==> src/rtl/interrupt_ctrl.sv <==
// Interrupt controller: latches and prioritises WIDTH sources and presents one at a time
// through a req/ack/eoi handshake, then pulses a clear back to the serviced source.
module interrupt_ctrl #(
  parameter int WIDTH    = 31,
  parameter int IDW      = 5,
  parameter int HOLD_CYC = 2
) (
  input  logic             clk,
  input  logic             rst,
  input  logic [WIDTH-1:0] irq_in,
  input  logic [WIDTH-1:0] irq_mask,
  input  logic [WIDTH-1:0] irq_edge,
  output logic             irq_req,
  output logic [IDW-1:0]   irq_id,
  input  logic             irq_ack,
  input  logic             irq_eoi,
  output logic [WIDTH-1:0] src_clr,
  output logic [WIDTH-1:0] pending,
  output logic             in_service
);

  localparam int CW = (HOLD_CYC > 1) ? $clog2(HOLD_CYC) : 1;

  typedef enum logic [2:0] {
    IDLE,
    REQ,
    SVC,
    CLR,
    HOLD
  } state_t;

  state_t           state_reg, state_next;
  logic [WIDTH-1:0] irq_d_reg;
  logic [WIDTH-1:0] pending_reg, pending_next;
  logic [WIDTH-1:0] src_clr_reg, src_clr_next;
  logic [IDW-1:0]   irq_id_reg, irq_id_next;
  logic             irq_req_reg, irq_req_next;
  logic             in_service_reg, in_service_next;
  logic [CW-1:0]    cnt_reg, cnt_next;

  logic [WIDTH-1:0] candidates;
  logic [WIDTH-1:0] id_onehot;
  logic [IDW-1:0]   win_id;
  logic             accept;

  assign candidates = pending_reg & ~irq_mask;
  assign id_onehot  = {{(WIDTH-1){1'b0}}, 1'b1} << irq_id_reg;
  assign accept     = (state_reg == REQ) && irq_ack;

  // Edge sources latch until accepted (a new edge beats the clear); level sources just follow the line.
  generate
    for (genvar gi = 0; gi < WIDTH; gi++) begin : g_pend
      assign pending_next[gi] = irq_edge[gi]
        ? ((irq_in[gi] & ~irq_d_reg[gi]) | (pending_reg[gi] & ~(accept & id_onehot[gi])))
        : irq_in[gi];
    end
  endgenerate

  // Lowest index wins: scan downward so the last hit is the smallest.
  always_comb begin
    win_id = '0;
    for (int i = WIDTH - 1; i >= 0; i--) begin
      if (candidates[i]) begin
        win_id = IDW'(i);
      end
    end
  end

  always_comb begin
    state_next      = state_reg;
    irq_req_next    = irq_req_reg;
    irq_id_next     = irq_id_reg;
    in_service_next = in_service_reg;
    src_clr_next    = '0;
    cnt_next        = cnt_reg;
    case (state_reg)
      IDLE: begin
        irq_id_next = '0;
        if (|candidates) begin
          irq_id_next  = win_id;
          irq_req_next = 1'b1;
          state_next   = REQ;
        end
      end
      REQ: begin
        if (irq_ack) begin
          irq_req_next    = 1'b0;
          in_service_next = 1'b1;
          state_next      = SVC;
        end else if (!(|(candidates & id_onehot))) begin
          // Source masked or level dropped before acceptance: withdraw quietly.
          irq_req_next = 1'b0;
          irq_id_next  = '0;
          state_next   = IDLE;
        end
      end
      SVC: begin
        if (irq_eoi) begin
          src_clr_next = id_onehot;
          state_next   = CLR;
        end
      end
      CLR: begin
        in_service_next = 1'b0;
        cnt_next        = CW'(HOLD_CYC - 1);
        state_next      = HOLD;
      end
      HOLD: begin
        // Give a level source time to drop after its clear before arbitrating again.
        if (cnt_reg == '0) begin
          irq_id_next = '0;
          state_next  = IDLE;
        end else begin
          cnt_next = cnt_reg - CW'(1);
        end
      end
      default: begin
        state_next = IDLE;
      end
    endcase
  end

  always_ff @(posedge clk) begin
    if (rst) begin
      state_reg      <= IDLE;
      irq_d_reg      <= '0;
      pending_reg    <= '0;
      src_clr_reg    <= '0;
      irq_id_reg     <= '0;
      irq_req_reg    <= 1'b0;
      in_service_reg <= 1'b0;
      cnt_reg        <= '0;
    end else begin
      state_reg      <= state_next;
      irq_d_reg      <= irq_in;
      pending_reg    <= pending_next;
      src_clr_reg    <= src_clr_next;
      irq_id_reg     <= irq_id_next;
      irq_req_reg    <= irq_req_next;
      in_service_reg <= in_service_next;
      cnt_reg        <= cnt_next;
    end
  end

  assign irq_req    = irq_req_reg;
  assign irq_id     = irq_id_reg;
  assign src_clr    = src_clr_reg;
  assign pending    = pending_reg;
  assign in_service = in_service_reg;

endmodule

==> config.mk <==
export PLATFORM = sky130hd
export DESIGN_NAME = interrupt_ctrl
export DESIGN_NICKNAME = d
export VERILOG_FILES = /design/src/rtl/interrupt_ctrl.sv
export SDC_FILE = /design/constraint.sdc
export NUM_CORES = 1
export LEC_CHECK = 0
export ABC_AREA = 1
export BUFFER_PORTS_ARGS = -buffer_cell sky130_fd_sc_hd__buf_4
export CORE_MARGIN = 4
export CORE_UTILIZATION = 45
export DETAILED_ROUTE_END_ITERATION = 16
export PLACE_DENSITY = 0.71
export SLEW_MARGIN = 15
export SYNTH_ARGS = -nofsm -noshare
export SYNTH_HDL_FRONTEND = slang
export SYNTH_SLANG_ARGS = --single-unit
==> constraint.sdc <==
create_clock -name clk -period 2.7 [get_ports clk]
set_clock_uncertainty 0.2 [all_clocks]
set_input_delay 0.54 -clock clk [delete_from_list [all_inputs] [get_ports clk]]
set_output_delay 0.54 -clock clk [all_outputs]
set_load 0.03 [all_outputs]
======== Word level (Yosys, flattened, before mapping) ========
Cells that the tools add are included.
word-level totals
  register bits after elaboration ......... 104
  bits of input ports ..................... 97
  output and inout port bits .............. 69
  logic and storage cells ................. 306
cells by class
  add/subtract/negate cells ............... 1
  eq/ne operators ......................... 11
  shifts and indexed selects .............. 1
  multiplexer cells ....................... 81
  bitwise gates (word level) .............. 191
  reductions and logical operators ........ 13
operators by type and width
  cell                                                                number
  5-bit two-way mux                                                   35
  1-bit AND                                                           93
  1-bit inverter                                                      64
  31-bit AND                                                          2
  31-bit OR reduction                                                 2
  1-bit two-way mux                                                   36
  31-bit inverter                                                     1
  1-bit bitwise OR                                                    31
  1-bit by 5-bit << shifter with 31-bit output, first input constant  1
  3-bit two-way mux                                                   5
  3-bit one-hot mux with 5 select lines                               1
  5-bit one-hot mux with 3 select lines                               1
  2-bit != test, second input constant                                6
  4-bit AND reduction                                                 2
  3-bit by 2-bit == test with 1-bit output, second input constant     2
  1-bit one-hot mux with 2 select lines                               3
  2-bit nonzero test                                                  3
  3-bit by 1-bit == test with 1-bit output, second input constant     1
  3-bit == test, second input constant                                1
  3-bit zero test                                                     1
  3-bit != test, second input constant                                1
  3-bit AND reduction                                                 1
  3-bit nonzero test                                                  1
  3-bit OR reduction                                                  1
  3 further kinds                                                     3

======== Longest topological paths before layout ========
Gate-level depths: netlist of the first run.
  depth in word-level cells ............... 35
  mapped depth ............................ 32

======== Worst setup path before layout of the first run ========
Ideal clock, no wire load.
  path type ............................... register -> register
  start ................................... register irq_id_reg[3] (netlist: irq_id[3])
  end ..................................... register irq_id_reg[2] (netlist: irq_id[2])
  setup time .............................. 70 ps
  arrival time ............................ 2195 ps
  setup slack ............................. 235 ps
  cell stages (with the launch flop) ...... 13
  path buffers ............................ 0
  period minus slack after synthesis ...... 2465 ps
  path through ............................ dfxtp_1 inv_2 nand2_1 nor2_1 inv_1 o22ai_1 nor4_2 nand3_1 o41ai_2 nand4_2 nor3_2 nand3_1 a21oi_1
between the ends
  longest elaborated chain between the ends .. 5
RTL lines
  item                                          line  text
  from (decl)                                   36    logic [IDW-1:0] irq_id_reg, irq_id_next;
  from (signal assigned)                        138   irq_id_reg <= irq_id_next;
  1-bit by 5-bit << shifter with 31-bit output  47    assign id_onehot = {{(WIDTH-1){1'b0}}, 1'b1} << irq_id_reg;
  31-bit AND                                    90    end else if (!(|(candidates & id_onehot))) begin
  31-bit OR reduction                           90
  2-bit != test (no line)                       -
  4-bit AND reduction (no line)                 -
Every way passes these cells.
A chain may end at the register's enable or synchronous reset.

======== Final worst setup path of the first run ========
  start ................................... register irq_id_reg[1] (netlist: irq_id[1])
  end ..................................... register irq_req_reg (netlist: irq_req)
between the ends
  longest elaborated chain between the ends .. 5
RTL lines
  item                                          line  text
  1-bit by 5-bit << shifter with 31-bit output  47
  31-bit AND                                    90
  31-bit OR reduction                           90
  3-bit != test (no line)                       -
  3-bit AND reduction (no line)                 -
  to (signal assigned)                          139   irq_req_reg <= irq_req_next;
  to (decl)                                     37    logic irq_req_reg, irq_req_next;
Every way passes these cells.

==> impl_metrics.ini, run 1 <==
[timing]
relSlewSlack_pct = 61.9
rsz0062_at_grt = yes
hold_viol = 0
report.final.slew_viol_count = 0
period_minus_slack_ps = 2630
min_period_over_period_pct = 97.4
max_freq_ghz = 0.380
fin_tns_setup_ps = 0
setup_violations = 0
worstMarginPinSlew_ps = 567

[power]
clkPwrFrac_pct = 32.8
vdd_ir_drop_max_v = 0.000497
power_switching_share_pct = 28.6
intPower_mw = 2.63
p_leak_nw = 3.02
p_seq_share_pct = 45.6
switching_power_mw = 1.06
powerDensity_nw_per_um2 = 593
p_comb_share_pct = 21.7
p_total_mw = 3.68

[clocking]
root_buffer = clkbuf_8
tritoncts = built
cts_sinks = 104
path_clk_slew_ps = 90
htree_levels = 3
clockBufferDepth = 2
insertion_delay_ps = 360
holdBufCountCts = 0
numCtsBuffers = 9

[global_route]
grt_usage_pct = 22.9
grt_overflow = 0
grt_pass1_wl_um = 21200
grt_pass1_vias = 4530
antenna_found_initial = 0
grt_max_degree = 37

[critical_path]
cp.arrival_ps = 2670
r2r_setup_slack_ps = 70
r2r_cells = 12
end_kind = flop
cp_max_fo = 8
start_kind = flop
rr_endpoint = irq_req
crit_type = flop to flop
r2r-start = irq_id[1]
cp.required_ps = 2740

[cells_and_area]
nets = 920
fin_util_pct = 64.2
finalInstanceArea_sq_um = 6220
fillCellCount = 920
drive_above_1_share_pct = 27.3
area_delta_synth_final_pct = 39.7
fin_cells = 961
diodes = 0

[status]
outcome = completed

[yosys]
syn-mean-instance-area_sq_um = 6.91
ys_ff_latch = 104
ys_seq_area_share_pct = 46.8
ys_top_cells_by_area = dfxtp_1, nand2_1, nor2_1, inv_1, o211ai_1
syn-instance-count = 644
synth_top_area_share_pct = 46.8
syn-num-nets = 741
syn-cell-area_sq_um = 4450
netlist-cell-type-count = 34
yosysTopAreaCell = dfxtp_1
ys_warn_count = 0

[placement]
dpl_cell_area_sq_um = 5900
dp_hpwl_um = 10500
dp.cells = 942
numPortBuffers = 165
gp_congestion = 0.929

[floorplan]
fp.dieW_um = 107
dieArea_sq_um = 11500
boundaryPins = 166
core_area_sq_um = 9680
fp-row-count = 36
dieHeight_um = 107
start_util_pct = 45.9

[worst_hold_path]
min_from = irq_in[13]
holdPathStages = 3
whs_endpoint = irq_d_reg[13]
hp-class = primary input to flop

[route]
drt-pass1-iter-count = 5
drtIter0Drc = 259
via_count = 4649
drc = 0
detail-route-antenna-nets = 0
routed_wl_um = 13300
via_per_inst = 4.84
wl_per_cell_um = 13.8

[job]
cap_violations = 0
==> cells in the final DEF, fill, tap and decap left out, types with 2 or more instances in the layout <==
master / n
or2_1: 2
o21ai_0: 38
nor4_2: 3
nand4_1: 2
nand3_1: 23
nor2_1: 113
clkbuf_8: 12
nor2_4: 2
nand2_2: 2
o211ai_1: 27
dfxtp_2: 5
inv_1: 108
nand2_1: 154
buf_4: 182
inv_2: 5
clkinv_2: 3
bufinv_16: 3
dfxtp_1: 99
o22ai_1: 8
nor3_1: 13
a21oi_1: 9
==> routing by layer <==
| layer | track usage, % | vias to the layer above | routed length, um |
|---|---|---|---|
| met5 | 0 | - | 0 |
| met4 | 7.75 | 0 | 297 |
| met3 | 6.12 | 26 | 1080 |
| met2 | 38.2 | 187 | 6220 |
| met1 | 28.6 | 2074 | 5710 |
| li1 | - | 2362 | - |
==> synthesized netlist by cell type <==
| cell | count |
|---|---|
| o22ai_1 | 8 |
| dfxtp_1 | 104 |
| nor2_1 | 114 |
| o21ai_1 | 1 |
| nor2_4 | 1 |
| nand2_1 | 155 |
| nand4_1 | 2 |
| nand2_2 | 1 |
| nor3_2 | 1 |
| nor3_1 | 13 |
| buf_1 | 4 |
| clkbuf_1 | 9 |
| a21oi_1 | 10 |
| buf_4 | 1 |
| nand3_1 | 23 |
| nor4_2 | 2 |
| o22a_1 | 1 |
| or4_1 | 1 |
| clkinv_2 | 3 |
| or2_1 | 2 |
| o22ai_2 | 1 |
| a31oi_1 | 1 |
| nand4_2 | 1 |
| nor3b_1 | 1 |
| o211ai_1 | 27 |
| a211oi_1 | 1 |
| o41ai_2 | 1 |
| o21ai_0 | 38 |
| inv_1 | 109 |
| nor4_1 | 1 |
| or2_2 | 1 |
| nor2_2 | 1 |
| inv_2 | 4 |
| o21ai_2 | 1 |
==> worst max-delay path: stages, from the launching register on <==
cell and delay (ps):
dfxtp_2 370, nor3_1 490, inv_2 80, nor3_1 250, inv_1 140, o22ai_1 190
nor4_2 50, nand3_1 120, o41ai_2 90, or2_1 250, nand4_1 90, or2_1 110
a21oi_1 50
==> what timing repair did <==
item / in CTS / in global routing
setup endpoints to repair: 5 / 6
gates resized for setup: 1 / 10
pin swaps: 1 / 5
gates cloned: 0 / 0
buffers inserted: 1 / 2
==> power groups by stage <==
stage	sequential (mW)	combinational (mW)	clock (mW)
2_1_floorplan	1.81	0.336	0
3_3_place_gp	1.71	0.765	0
3_5_place_dp	1.71	0.774	0
4_1_cts	1.68	0.784	1.23
5_1_grt	1.69	0.872	1.29
6_report	1.68	0.799	1.21
==> area by class of cell <==
| class | instances | area (sq um) | area share (%) |
|---|---|---|---|
| Timing Repair Buffer | 182 | 1370 | 22.0 |
| Inverter | 116 | 439 | 7.07 |
| Clock inverter | 4 | 98.8 | 1.59 |
| Clock buffer | 12 | 165 | 2.66 |
| Sequential cell | 104 | 2090 | 33.6 |
| Tap cell | 133 | 166 | 2.68 |
| Multi-Input combinational cell | 410 | 1890 | 30.4 |
==> logic make-up after synthesis <==
group / after synthesis / synth area share (%)
AND/OR/NAND/NOR: 320 / 29.5
flip-flops: 104 / 46.8
buffers and inverters: 130 / 11.1
AO/OA/AOI/OAI: 90 / 12.5
==> worst max path at each step <==
stage,endpoint,startpoint
global route,irq_id[0],pending[29]
detailed placement,irq_id[2],irq_id[0]
finish,irq_req,irq_id[1]
CTS,irq_id[2],irq_id[0]
floorplan,irq_id[2],irq_id[3]
global placement,irq_id[2],irq_id[4]
==> metrics by stage <==
step	setup WS [ps]	hold WS, ps
floorplan	235	238
global route	-123	178
detailed placement	-64.9	252
finish	70.4	201
global placement	-53.9	246
CTS	7.84	186
Power figures use the tool's default switching activity.
==> run 2, diff against run 1 <==
- BUFFER_PORTS_ARGS: -buffer_cell sky130_fd_sc_hd__buf_4 -> -buffer_cell sky130_fd_sc_hd__buf_2
==> run 2 against run 1 <==
Against the previous run:
- the run now ends with negative setup slack left
- register-to-register slack got worse by 160 ps
- worst hold slack got worse by 30 ps
- largest cell class unchanged
- highest routed layer unchanged
- sequential share of layout area is 0.89 points higher
- routed wire length up 1.4%
- power decreased by 5.2%
- combinational power rose by 4.9%
- setup slack lost 160 ps
==> impl_metrics.ini, run 2 (synthesized netlist as in run 1, its figures left out) <==
[global_route]
grt_max_degree = 35
grt_pass1_vias = 4654
grt_overflow = 0
grt_pass1_wl_um = 21400
antenna_found_initial = 0
grt_usage_pct = 23.1

[cells_and_area]
fin_util_pct = 62.9
layout_common_cells = buf_2, nand2_1, nor2_1, inv_1, dfxtp_1
diodes = 0
nets = 944
fillCellCount = 909
drive_above_1_share_pct = 32.4
final_common_cell = buf_2
area_delta_synth_final_pct = 36.8
finalInstanceArea_sq_um = 6090

[critical_path]
rr_endpoint = irq_id[4]
cp.required_ps = 2800
crit_type = flop to flop
r2r-start = irq_id[2]
end_kind = flop
cp.arrival_ps = 2890
r2r_cells = 13
start_kind = flop
cp_max_fo = 8
r2r_setup_slack_ps = -90

[power]
vdd_ir_drop_max_v = 0.000317
p_leak_nw = 3.04
powerDensity_nw_per_um2 = 574

[status]
violations = negative setup slack
outcome = finished with violations

[placement]
gp_congestion = 0.899
dp_hpwl_um = 10400
dpl_cell_area_sq_um = 5570
pre_cts_slack_ps = 72.1
numPortBuffers = 165

[clocking]
htree_levels = 3
root_buffer = clkbuf_8
holdBufCountCts = 0
insertion_delay_ps = 380
numCtsBuffers = 9
tritoncts = built
cts_sinks = 104
path_clk_slew_ps = 100
clockBufferDepth = 2

[route]
routed_wl_um = 13500
drtIter0Drc = 322
drc = 0
detail-route-antenna-nets = 0
via_count = 4742
via_per_inst = 4.81
drt-pass1-iter-count = 5
wl_per_cell_um = 13.7

[timing]
relSlewSlack_pct = 63.4
final.setup.worst_slack_ps = -93.8
holdWs_ps = 171
rsz0062_at_grt = yes
min_period_over_period_pct = 103
hold_viol = 0
report.final.slew_viol_count = 0
period_minus_slack_ps = 2790
setup_violations = 4
worstMarginPinSlew_ps = 545
max_freq_ghz = 0.358

[worst_hold_path]
whs_endpoint = irq_d_reg[10]
min_from = irq_in[10]
hp-class = primary input to flop
holdPathStages = 3

[floorplan]
fp.dieW_um = 107
dieHeight_um = 107
boundaryPins = 166
core_area_sq_um = 9680
start_util_pct = 45.9
dieArea_sq_um = 11500
fp-row-count = 36

[job]
cap_violations = 0
## run 2: changes by cell type in the layout (fill, tap and decap cells not counted), sizes merged
cell and delta:
buf +24, bufinv -2, clkinvlp +1, inv +1
## run 2: timing repair
action                                  4_1_cts  5_1_grt
gates resized for setup                       0       64
setup buffers                                 0       17
endpoints found under the setup margin        0        6
## run 2: worst max-delay path, cell delays in order, from the launching register on
cell and delay (ps):
dfxtp_4 420, inv_4 90, nor3_4 40, inv_2 100
nor2_4 60, nand3_2 80, o21ai_2 60, nor4_2 320
nand3_1 160, o41ai_2 430, nand4_2 250, buf_4 210
buf_4 130, a211oi_2 170
## run 2: how the worst max path moves through the flow
stage / from / endpoint / slack (ps)
floorplan: irq_id[3] / irq_id[2] / 230
global placement: irq_mask[29] / irq_id[0] / 100
detailed placement: irq_mask[29] / irq_id[0] / 70
CTS: irq_id[4] / irq_id[4] / 60
global route: irq_id[0] / irq_id[2] / -200
finish: irq_id[2] / irq_id[4] / -90
## run 2: where the power goes
| part | internal [mW] | total, mW | switching, mW |
|---|---|---|---|
| logic | 0.315 | 0.838 | 0.523 |
| registers | 1.62 | 1.70 | 0.0785 |
| clock network | 0.433 | 0.958 | 0.524 |
## run 2: metrics by stage
stage / TNS [ps] / total power [mW] / std cells
6_report: -222 / 3.49 / 985
5_1_grt: -782 / 3.67 / 985
4_1_cts: 0 / 3.37 / 968
3_5_place_dp: 0 / 2.42 / 952
3_3_place_gp: 0 / 2.41 / 952
2_1_floorplan: 0 / 2.14 / 644
## run 2: area by class of cell
type	instances	area [sq um]	area share [%]
Sequential cell	104	2100	34.5
Multi-Input combinational cell	410	2030	33.4
Timing Repair Buffer	206	1140	18.8
Inverter	116	455	7.48
Tap cell	133	166	2.73
Clock buffer	12	135	2.22
Clock inverter	4	55.1	0.904
## run 2: routing by layer
| metal | part of all wire, % | global-route usage, % | vias up |
|---|---|---|---|
| met5 | 0 | 0 | - |
| met2 | 47 | 39.1 | 183 |
| met1 | 44 | 29.0 | 2121 |
| met3 | 6.5 | 4.38 | 26 |
| li1 | - | - | 2412 |
| met4 | 2.2 | 9.20 | 0 |
==> run 3, diff against run 2 <==
- REMOVE_ABC_BUFFERS: unset -> 1
==> run 3 against run 2 <==
Against the previous run:
- the run now ends clean
- cell count grew 0.10%
- first-iteration DRC count shrank 3.4%
- register-to-register slack gained 100 ps
- largest cell class unchanged
==> impl_metrics.ini, run 3 (synthesized netlist as in run 1, its figures left out) <==
[status]
outcome = completed

[timing]
min_period_over_period_pct = 99.6
setup_violations = 0
holdWs_ps = 174
period_minus_slack_ps = 2690
report.final.slew_viol_count = 0
max_freq_ghz = 0.372
rsz0062_at_grt = yes
fin_tns_setup_ps = 0
worstMarginPinSlew_ps = 677
hold_viol = 0
final.setup.worst_slack_ps = 10.1
relSlewSlack_pct = 54.9

[cells_and_area]
area_delta_synth_final_pct = 36.4
seq_area_sq_um = 2100
diodes = 0
final_common_cell = buf_2
fillCellCount = 907
drive_above_1_share_pct = 32.0
multi_input_area_sq_um = 2030
layout_common_cells = buf_2, nand2_1, nor2_1, inv_1, dfxtp_1
nets = 945

[floorplan]
fp-row-count = 36
boundaryPins = 166
dieArea_sq_um = 11500
start_util_pct = 45.9
fp.dieW_um = 107
dieHeight_um = 107
core_area_sq_um = 9680

[power]
powerDensity_nw_per_um2 = 568
p_leak_nw = 3.05
vdd_ir_drop_max_v = 0.000349
p_total_mw = 3.45

[global_route]
grt_overflow = 0
grt_max_degree = 67
grt_usage_pct = 23.3
grt_pass1_wl_um = 21500
grt_pass1_vias = 4628
antenna_found_initial = 0

[clocking]
cts_sinks = 104
numCtsBuffers = 9
root_buffer = clkbuf_8
insertion_delay_ps = 370
tritoncts = built
path_clk_slew_ps = 100
holdBufCountCts = 0
clockBufferDepth = 2
htree_levels = 3

[job]
cap_violations = 0

[critical_path]
r2r-start = irq_id[0]
cp.arrival_ps = 2780
crit_type = flop to flop
r2r_setup_slack_ps = 10
crit_family = simple AND/OR/NAND/NOR gates
rr_endpoint = irq_id[0]
critPathMaxStageDelay_ps = 440
r2r_cells = 13
crit_chain = inv_6, nand3_2, nor2_2, nand2_2, o22ai_2, nor4_4, nand3_2, o41ai_4, nand4_2, buf_4, nor2_2, nand2_1, a21oi_1
end_kind = flop
start_kind = flop
cpMaxStageDelayCell = o41ai_4
path_buf_inv = 2
cp_max_fo = 5
cp.required_ps = 2790

[route]
via_count = 4765
drc = 0
drtIter0Drc = 311
detail-route-antenna-nets = 0
routed_wl_um = 13800
via_per_inst = 4.83
drt-pass1-iter-count = 5
wl_per_cell_um = 14.0

[worst_hold_path]
whs_endpoint = irq_d_reg[10]
hp-class = primary input to flop
holdPathStages = 3
min_from = irq_in[10]

[placement]
gp_congestion = 0.918
dp_hpwl_um = 10500
numPortBuffers = 165
pre_cts_slack_ps = -55.1
run 3: cell count changes in the layout (fill, tap and decap cells not counted), sizes merged:
cell    change
inv         -1
clkbuf      +1
nand4       +1
run 3: layer usage:
| layer | part of all wire (%) | up-vias | wire, um | GRT usage [%] |
|---|---|---|---|---|
| met5 | 0 | - | 0 | 0 |
| met3 | 6.4 | 15 | 891 | 4.74 |
| met1 | 44 | 2174 | 6120 | 29.3 |
| met4 | 1.4 | 0 | 187 | 7.03 |
| met2 | 48 | 164 | 6630 | 40.1 |
| li1 | - | 2412 | - | - |
run 3: power by group:
group          internal, mW  switching [mW]  total (mW)
Combinational         0.301           0.507       0.808
Clock                 0.430           0.519       0.949
Sequential             1.62          0.0742        1.69
run 3: area by class of cell:
| cell class | instances | share of cell area (%) |
|---|---|---|
| Sequential cell | 104 | 34.6 |
| Timing Repair Buffer | 206 | 18.8 |
| Multi-Input combinational cell | 411 | 33.4 |
| Clock buffer | 13 | 2.29 |
| Clock inverter | 3 | 0.701 |
| Inverter | 116 | 7.44 |
| Tap cell | 133 | 2.74 |
run 3: worst max-delay path by stage:
stage / start / endpoint / slack (ps) / cells after the start
6_report: irq_id[0] / irq_id[0] / 10 / 13
3_5_place_dp: irq_id[0] / irq_id[2] / -60 / 12
4_1_cts: irq_id[0] / irq_id[2] / 6 / 12
3_3_place_gp: irq_id[0] / irq_id[0] / 50 / 12
2_1_floorplan: irq_id[4] / irq_id[2] / 20 / 10
5_1_grt: irq_id[2] / irq_id[2] / -150 / 10
run 3: worst reg2reg max path, stage by stage, from the launching register on:
cell     delay, ps
dfxtp_4        420
inv_6           60
nand3_2         80
nor2_2          50
nand2_2         90
o22ai_2        100
nor4_4         350
nand3_2        160
o41ai_4        440
nand4_2        200
buf_4          190
nor2_2         110
nand2_1         60
a21oi_1        100
run 3: what timing repair did:
action | CTS | global route
pin swaps | 1 | 18
endpoints found under the setup margin | 4 | 5
cloned | 1 | 0
setup buffers | 0 | 14
resized for setup | 2 | 54
run 3: metrics by stage:
stage,area (sq um),std cells,util (%)
after CTS,5790,972,59.8
after floorplan,4390,630,-
final,6070,986,62.7
after global placement,5590,955,57.7
after detailed placement,5590,955,57.7
after global routing,6070,986,62.7
